### src/rtl/conv_window_feeder_pkg.sv
// rtl/conv_window_feeder_pkg.sv - shared constants and types for the conv feeder/accelerator pair
// Word format is Q8.24; a convolution window is WIN_SIZE words.
package garbot_conv_pkg;

    localparam int DATA_W   = 32;
    localparam int FRAC_W   = 24;
    localparam int WIN_SIZE = 9;

    typedef enum logic {
        ACCEPT = 1'b0,
        EMIT   = 1'b1
    } feeder_state_t;

endpackage

### src/rtl/conv_window_feeder_if.sv
// rtl/conv_window_feeder_if.sv - pixel/weight input and accelerator-side output bundle
// master: producer of pixels/weights and consumer of dataOut (bench side)
// slave:  the feeder itself
interface conv_window_feeder_if import garbot_conv_pkg::*; #(
    parameter int DW = DATA_W
);
    logic [DW-1:0] pixIn;
    logic          pixValid;
    logic          pixReady;
    logic [DW-1:0] wIn;
    logic          wValid;
    logic          wReady;
    logic [DW-1:0] dataOut;
    logic          dataValid;
    logic          filter;
    logic          done;

    modport master (
        output pixIn, pixValid, wIn, wValid,
        input  pixReady, wReady, dataOut, dataValid, filter, done
    );

    modport slave (
        input  pixIn, pixValid, wIn, wValid,
        output pixReady, wReady, dataOut, dataValid, filter, done
    );
endinterface

### src/rtl/conv_window_feeder_line_buffer.sv
// rtl/conv_window_feeder_line_buffer.sv - DEPTH-word delay line advanced only when en is high
// Ports: clk, en (shift strobe), din (word in), dout (word pushed DEPTH shifts ago).
// Contents are deliberately not reset; the feeder's row gate masks stale words.
module line_buffer import garbot_conv_pkg::*; #(
    parameter int DEPTH = 32,
    parameter int WIDTH = DATA_W
) (
    input  logic             clk,
    input  logic             en,
    input  logic [WIDTH-1:0] din,
    output logic [WIDTH-1:0] dout
);
    logic [WIDTH-1:0] mem [DEPTH];

    always_ff @(posedge clk) begin
        if (en) begin
            mem[0] <= din;
            for (int i = 1; i < DEPTH; i++) begin
                mem[i] <= mem[i-1];
            end
        end
    end

    assign dout = mem[DEPTH-1];
endmodule

### src/rtl/conv_window_feeder.sv
// rtl/conv_window_feeder.sv - raster pixel stream to 3x3 window bursts, with weight pass-through
// Ports: clk, reset (sync, active-high), bus (slave side of conv_window_feeder_if):
//   pixIn/pixValid/pixReady  pixel input, wIn/wValid/wReady weight input (frame boundary only),
//   dataOut/dataValid/filter to the accelerator (filter=1 weight, 0 window word), done end-of-frame pulse.
module conv_window_feeder import garbot_conv_pkg::*; #(
    parameter int IMG_W  = 32,
    parameter int IMG_H  = 32,
    parameter int DATA_W = garbot_conv_pkg::DATA_W
) (
    input  logic             clk,
    input  logic             reset,
    conv_window_feeder_if.slave bus
);
    localparam int CW = $clog2(IMG_W);
    localparam int RW = $clog2(IMG_H);
    localparam logic [CW-1:0] COL_LAST = CW'(IMG_W - 1);
    localparam logic [RW-1:0] ROW_LAST = RW'(IMG_H - 1);
    localparam logic [3:0]    IDX_LAST = 4'(WIN_SIZE - 1);

    feeder_state_t state, state_n;
    logic [RW-1:0] row, row_n;
    logic [CW-1:0] col, col_n;
    logic [3:0]    idx, idx_n, idx_inc;
    logic          last_win, last_win_n;
    logic          pready_q, pready_n;
    logic          wready_q, wready_n;
    logic [DATA_W-1:0] dout_q, dout_n;
    logic          dv_q, dv_n;
    logic          filt_q, filt_n;
    logic          done_q, done_n;

    logic          w_acc, p_acc, win_full;
    logic [DATA_W-1:0] above1, above2;
    // Row-major 3x3 window: [0..2] row r-2, [3..5] row r-1, [6..8] row r.
    logic [DATA_W-1:0] win [WIN_SIZE];

    // above1 is the pixel one row up at the same column, above2 two rows up.
    line_buffer #(.DEPTH(IMG_W), .WIDTH(DATA_W)) u_lb_r1 (
        .clk (clk),
        .en  (p_acc),
        .din (bus.pixIn),
        .dout(above1)
    );

    line_buffer #(.DEPTH(IMG_W), .WIDTH(DATA_W)) u_lb_r2 (
        .clk (clk),
        .en  (p_acc),
        .din (above1),
        .dout(above2)
    );

    assign bus.pixReady  = pready_q;
    assign bus.wReady    = wready_q;
    assign bus.dataOut   = dout_q;
    assign bus.dataValid = dv_q;
    assign bus.filter    = filt_q;
    assign bus.done      = done_q;

    // Weight wins over a simultaneous pixel at the frame boundary.
    assign w_acc    = wready_q & bus.wValid;
    assign p_acc    = pready_q & bus.pixValid & ~w_acc;
    assign win_full = (row >= RW'(2)) && (col >= CW'(2));
    assign idx_inc  = idx + 4'd1;

    always_comb begin
        state_n    = state;
        row_n      = row;
        col_n      = col;
        idx_n      = idx;
        last_win_n = last_win;
        dout_n     = dout_q;
        dv_n       = 1'b0;
        filt_n     = 1'b0;
        done_n     = 1'b0;

        case (state)
            ACCEPT: begin
                if (w_acc) begin
                    dout_n = bus.wIn;
                    dv_n   = 1'b1;
                    filt_n = 1'b1;
                end else if (p_acc) begin
                    if (col == COL_LAST) begin
                        col_n = '0;
                        row_n = (row == ROW_LAST) ? '0 : row + RW'(1);
                    end else begin
                        col_n = col + CW'(1);
                    end
                    if (win_full) begin
                        state_n    = EMIT;
                        idx_n      = '0;
                        last_win_n = (row == ROW_LAST) && (col == COL_LAST);
                        // Word 0 is win[1] before this edge's shift, i.e. win[0] after it.
                        dout_n     = win[1];
                        dv_n       = 1'b1;
                    end
                end
            end
            EMIT: begin
                if (idx == IDX_LAST) begin
                    state_n = ACCEPT;
                    idx_n   = '0;
                    done_n  = last_win;
                end else begin
                    idx_n  = idx_inc;
                    dout_n = win[idx_inc];
                    dv_n   = 1'b1;
                end
            end
            default: state_n = ACCEPT;
        endcase

        pready_n = (state_n == ACCEPT);
        wready_n = (state_n == ACCEPT) && (row_n == '0) && (col_n == '0);
    end

    always_ff @(posedge clk) begin
        if (reset) begin
            state    <= ACCEPT;
            row      <= '0;
            col      <= '0;
            idx      <= '0;
            last_win <= 1'b0;
            pready_q <= 1'b0;
            wready_q <= 1'b0;
            dout_q   <= '0;
            dv_q     <= 1'b0;
            filt_q   <= 1'b0;
            done_q   <= 1'b0;
        end else begin
            state    <= state_n;
            row      <= row_n;
            col      <= col_n;
            idx      <= idx_n;
            last_win <= last_win_n;
            pready_q <= pready_n;
            wready_q <= wready_n;
            dout_q   <= dout_n;
            dv_q     <= dv_n;
            filt_q   <= filt_n;
            done_q   <= done_n;
        end
    end

    // Window columns slide left; stale contents are masked by the row/col >= 2 gate.
    always_ff @(posedge clk) begin
        if (p_acc) begin
            win[0] <= win[1];
            win[1] <= win[2];
            win[2] <= above2;
            win[3] <= win[4];
            win[4] <= win[5];
            win[5] <= above1;
            win[6] <= win[7];
            win[7] <= win[8];
            win[8] <= bus.pixIn;
        end
    end
endmodule

### src/flat_wrapper.sv
// flat-port wrapper written by rule: the top's interface ports become plain ports
module conv_window_feeder_flat import garbot_conv_pkg::*;
#(
    parameter int IMG_W  = 32,
    parameter int IMG_H  = 32,
    parameter int DATA_W = garbot_conv_pkg::DATA_W
)
  (clk, reset, bus_pixIn, bus_pixValid, bus_wIn, bus_wValid, bus_pixReady, bus_wReady, bus_dataOut, bus_dataValid, bus_filter, bus_done);
  conv_window_feeder_if #(.DW(32)) bus_i ();
  input  logic clk;
  input  logic reset;
  input wire logic [$bits(bus_i.pixIn)-1:0] bus_pixIn;
  input wire logic [$bits(bus_i.pixValid)-1:0] bus_pixValid;
  input wire logic [$bits(bus_i.wIn)-1:0] bus_wIn;
  input wire logic [$bits(bus_i.wValid)-1:0] bus_wValid;
  output wire logic [$bits(bus_i.pixReady)-1:0] bus_pixReady;
  output wire logic [$bits(bus_i.wReady)-1:0] bus_wReady;
  output wire logic [$bits(bus_i.dataOut)-1:0] bus_dataOut;
  output wire logic [$bits(bus_i.dataValid)-1:0] bus_dataValid;
  output wire logic [$bits(bus_i.filter)-1:0] bus_filter;
  output wire logic [$bits(bus_i.done)-1:0] bus_done;
  assign bus_i.pixIn = bus_pixIn;
  assign bus_i.pixValid = bus_pixValid;
  assign bus_i.wIn = bus_wIn;
  assign bus_i.wValid = bus_wValid;
  assign bus_pixReady = bus_i.pixReady;
  assign bus_wReady = bus_i.wReady;
  assign bus_dataOut = bus_i.dataOut;
  assign bus_dataValid = bus_i.dataValid;
  assign bus_filter = bus_i.filter;
  assign bus_done = bus_i.done;
  conv_window_feeder #(.IMG_W(IMG_W), .IMG_H(IMG_H), .DATA_W(DATA_W)) u_core (.clk(clk), .reset(reset), .bus(bus_i));
endmodule
### config.mk
export PLATFORM = sky130hd
export DESIGN_NAME = conv_window_feeder_flat
export DESIGN_NICKNAME = d
export VERILOG_FILES = /design/src/rtl/conv_window_feeder_pkg.sv /design/src/rtl/conv_window_feeder_if.sv /design/src/rtl/conv_window_feeder_line_buffer.sv /design/src/rtl/conv_window_feeder.sv /design/src/flat_wrapper.sv
export SDC_FILE = /design/constraint.sdc
export NUM_CORES = 2
export LEC_CHECK = 0
export BUFFER_PORTS_ARGS = -buffer_cell sky130_fd_sc_hd__buf_2
export CORE_MARGIN = 4
export CORE_UTILIZATION = 25
export DETAILED_ROUTE_END_ITERATION = 6
export PLACE_DENSITY = 0.36
export SETUP_SLACK_MARGIN = 0.15
export SKIP_CTS_REPAIR_TIMING = 1
export SYNTH_ARGS = -nofsm -noshare
export SYNTH_HDL_FRONTEND = slang
export SYNTH_SLANG_ARGS = --single-unit
export TNS_END_PERCENT = 20
### constraint.sdc
create_clock -name clk -period 119.2 [get_ports clk]
set_input_delay 23.84 -clock clk [delete_from_list [all_inputs] [get_ports clk]]
set_output_delay 23.84 -clock clk [all_outputs]
set_load 0.1 [all_outputs]
==> results.sh <==
export IMPL_run_status="complete, no violations"
export IMPL_ys_seq_area_share_pct=94.2
export IMPL_post_route_period_util_pct=24.1
export IMPL_clockBufferDepth=4
export IMPL_critPathKind="primary input to register"
export IMPL_die_area_mm2=0.286
export IMPL_final_setup_viol_count=0
export IMPL_finalHoldViolCount=0
export IMPL_min_delay_path_depth=0
export IMPL_internal_power_w=0.00127
export IMPL_synth_edf_count=2144
export IMPL_sw_frac_of_total_pct=20.7
export IMPL_insertion_delay_ns=0.86
export IMPL_async_reset_ff_share_pct=0
export IMPL_io_buffer_count=104
export IMPL_synth_area_top_cells="edfxtp_1 (93%), mux2i_1 (1.8%), dfxtp_1 (1.5%), a22oi_1 (0.68%), a21oi_1 (0.53%)"
export IMPL_synth_warnings=0
export IMPL_min_path_type="register to register"
export IMPL_ys_top_cells_by_count="edfxtp_1 (2144), mux2i_1 (127), nand2_1 (77)"
export IMPL_cp_arrival_ns=29.21
export IMPL_power_frac_comb_pct=2.1
export IMPL_syn2layout_area_growth_pct=17.9
export IMPL_startpoint_type="primary input"
export IMPL_fp_dieW_um=535
export IMPL_clock_sinks=2197
export IMPL_grt_antenna_before_repair=9
export IMPL_num_rows=193
export IMPL_slowest_delay_ns=0.99
export IMPL_yosysUniqueCellTypes=43
export IMPL_core_area_mm2=0.276
export IMPL_cts_root_buf="clkbuf_16"
export IMPL_final_util_pct=29.6
export IMPL_initial_core_util_pct=25.1
export IMPL_grt_overflow_total=0
export IMPL_routed_via_count=26400
export IMPL_grt_pass1_wl_mm=172
export IMPL_tritoncts="done"
export IMPL_grt_pass1_vias=26500
export IMPL_drive_above_1_share_pct=15.2
export IMPL_synth_area_mm2=0.0695
export IMPL_slew_viol_final=0
export IMPL_critical_path_required_ns=119.64
export IMPL_power_frac_seq_pct=55.3
export IMPL_synth_area_leader_cell="edfxtp_1"
export IMPL_p_sw_w=0.000331
export IMPL_dp_hpwl_mm=57.2
export IMPL_fillers=26700
export IMPL_cp_cell_sequence="buf_2, and2_2, buf_4, nor2_4, buf_4, buf_4, buf_4, buf_12, buf_4"
export IMPL_slowest_stage="buf_4"
export IMPL_worst_path_most_repeated_cell="buf_4"
export IMPL_grt_max_degree=196
export IMPL_wl_per_cell_um=16.5
export IMPL_yosysTopAreaCellShare_pct=92.7
export IMPL_synthCells=2788
export IMPL_path_max_fanout=184
export IMPL_clkPwrFrac_pct=42.6
export IMPL_max_slew_margin_rel_pct=23.8
export IMPL_drc=0
export IMPL_dr_pass1_iters=6
export IMPL_syn_mean_instance_area_um2=24.9
export IMPL_r2r_setup_slack_ns=113.12
export IMPL_rsz0062_at_grt="no"
export IMPL_fin_skew_ns=0.0697
export IMPL_crit_family="buffers and inverters"
export IMPL_ant_nets=0
export IMPL_synth_most_common_cell="edfxtp_1"
export IMPL_viasPerCell=3.77
export IMPL_drt_iter0_markers=2292
export IMPL_tns_ns=0
export IMPL_ys_ff_latch=2197
export IMPL_holdPathEnd="u_core.u_lb_r2.mem[0][386]$_DFFE_PN_"
export IMPL_hold_path_startpoint="u_core.u_lb_r2.mem[0][354]$_DFFE_PN_"
export IMPL_clkTransAtPathRegs_ns=0.06
export IMPL_numCtsBuffers=233
export IMPL_min_period_ns=28.77
export IMPL_gp_congestion=0.708
export IMPL_maxCapViolCount=0
export IMPL_die_height_um=535
export IMPL_leakage_nw=23.8
export IMPL_io_pins=105
export IMPL_tightest_slew_ns=1.14
export IMPL_ctsHtreeMaxLevel=4
export IMPL_p_per_area_mw_per_mm2=19.6
export IMPL_end_kind="register"
export IMPL_grt_usage_pct=7.76
export IMPL_nets=3178
export IMPL_synthFlopType="edfxtp_1"
export IMPL_syn_num_nets=2865
export IMPL_totalWireLength_mm=116
export IMPL_fmax_mhz=34.8
export IMPL_reg2reg_depth=8
export IMPL_ir_drop_uv=11.4
export IMPL_crit_buf_inv=7
export IMPL_rr_startpoint="u_core.bus.wReady$_SDFF_PP0_"
export IMPL_rr_endpoint="u_core.u_lb_r2.mem[0][45]$_DFFE_PN_"
kinds of logic (layout without fill, tap and decap cells):
group / Yosys count / after routing / synth area share (%)
XOR/XNOR: 5 / 5 / 0.0630
AO/OA/AOI/OAI: 187 / 187 / 1.99
multiplexers: 129 / 129 / 1.89
AND/OR/NAND/NOR: 194 / 194 / 1.24
buffers and inverters: 67 / 567 / 0.454
adder cells (fa/ha/maj): 9 / 9 / 0.162
other: 0 / 3 / 0
flip-flops: 2197 / 2197 / 94.2
stage by stage:
step | hold WS [ns] | power, W | instance area [um^2] | setup WS [ns] | instances
3_5_place_dp | 0.405 | 0.000937 | 74700 | 89.34 | 6571
3_3_place_gp | 0.400 | 0.000936 | 74700 | 89.46 | 6571
6_report | 0.352 | 0.00160 | 81900 | 90.43 | 6996
4_1_cts | 0.339 | 0.00164 | 81900 | 90.34 | 6993
5_1_grt | 0.368 | 0.00168 | 81900 | 89.96 | 6995
2_1_floorplan | 0.400 | 0.00106 | 69500 | 1.48 | 2788
routing by layer:
metal | share of wire (%) | vias up | track usage, %
met5 | 0.011 | - | 0
li1 | - | 11900 | -
met2 | 44 | 431 | 11.6
met4 | 3.6 | 2 | 3.57
met1 | 48 | 13800 | 10.8
met3 | 4.5 | 249 | 1.78
cell type report:
class,instances,area (um^2),area share [%]
flip-flops and latches,2197,65400,79.9
well taps,3705,4640,5.66
inverters,5,18.8,0.0229
repair buffers,140,853,1.04
multi-input cells,524,3760,4.59
clock inverters,151,1190,1.46
diodes,3,7.51,0.00917
clock buffers,271,5970,7.29
sequential cells by signal (all words and copies together), names as in the netlist, 4 cells and up:
signal / cells
u_core.u_lb_r1.mem: 1024
u_core.u_lb_r2.mem: 1024
u_core.win: 96
u_core.bus.dataOut: 32
u_core.col: 5
u_core.row: 5
u_core.idx: 4
cell usage in the layout, fill, tap and decap left out, types with 6 or more instances in the layout:
master,synthesis,final
clkinvlp_4,0,11
a21oi_1,74,74
nand3_1,35,35
nor2_1,54,51
clkinv_1,0,60
clkbuf_16,0,233
a311oi_1,11,11
a311oi_2,20,20
ha_1,9,9
mux2i_1,127,127
buf_2,18,104
o21ai_0,6,6
bufinv_16,0,15
dfxtp_1,53,51
clkbuf_1,33,38
clkinv_2,0,52
a22oi_1,63,63
nand2_1,77,76
buf_4,3,31
edfxtp_1,2144,2144
worst max-delay path by stage:
stage | slack (ns) | endpoint | depth (start not counted) | startpoint
3_5_place_dp | 89.34 | u_core.u_lb_r1.mem[0][365]$_DFFE_PN_ | 9 | bus_wValid
6_report | 90.43 | u_core.u_lb_r2.mem[0][45]$_DFFE_PN_ | 9 | bus_wValid
4_1_cts | 90.34 | u_core.u_lb_r1.mem[0][207]$_DFFE_PN_ | 9 | bus_wValid
3_3_place_gp | 89.46 | u_core.u_lb_r1.mem[0][365]$_DFFE_PN_ | 9 | bus_wValid
2_1_floorplan | 1.48 | u_core.u_lb_r1.mem[0][0]$_DFFE_PN_ | 4 | bus_wValid
5_1_grt | 89.96 | u_core.u_lb_r1.mem[0][271]$_DFFE_PN_ | 9 | bus_wValid
power groups by stage:
stage	clock, W	sequential, W	combinational [W]
final	0.000683	0.000886	0.0000339
after global placement	0	0.000902	0.0000347
after global routing	0.000751	0.000887	0.0000372
after detailed placement	0	0.000902	0.0000354
after CTS	0.000718	0.000886	0.0000353
after floorplan	0	0.00104	0.0000173
Note: power is estimated with default switching activity, not from simulation.
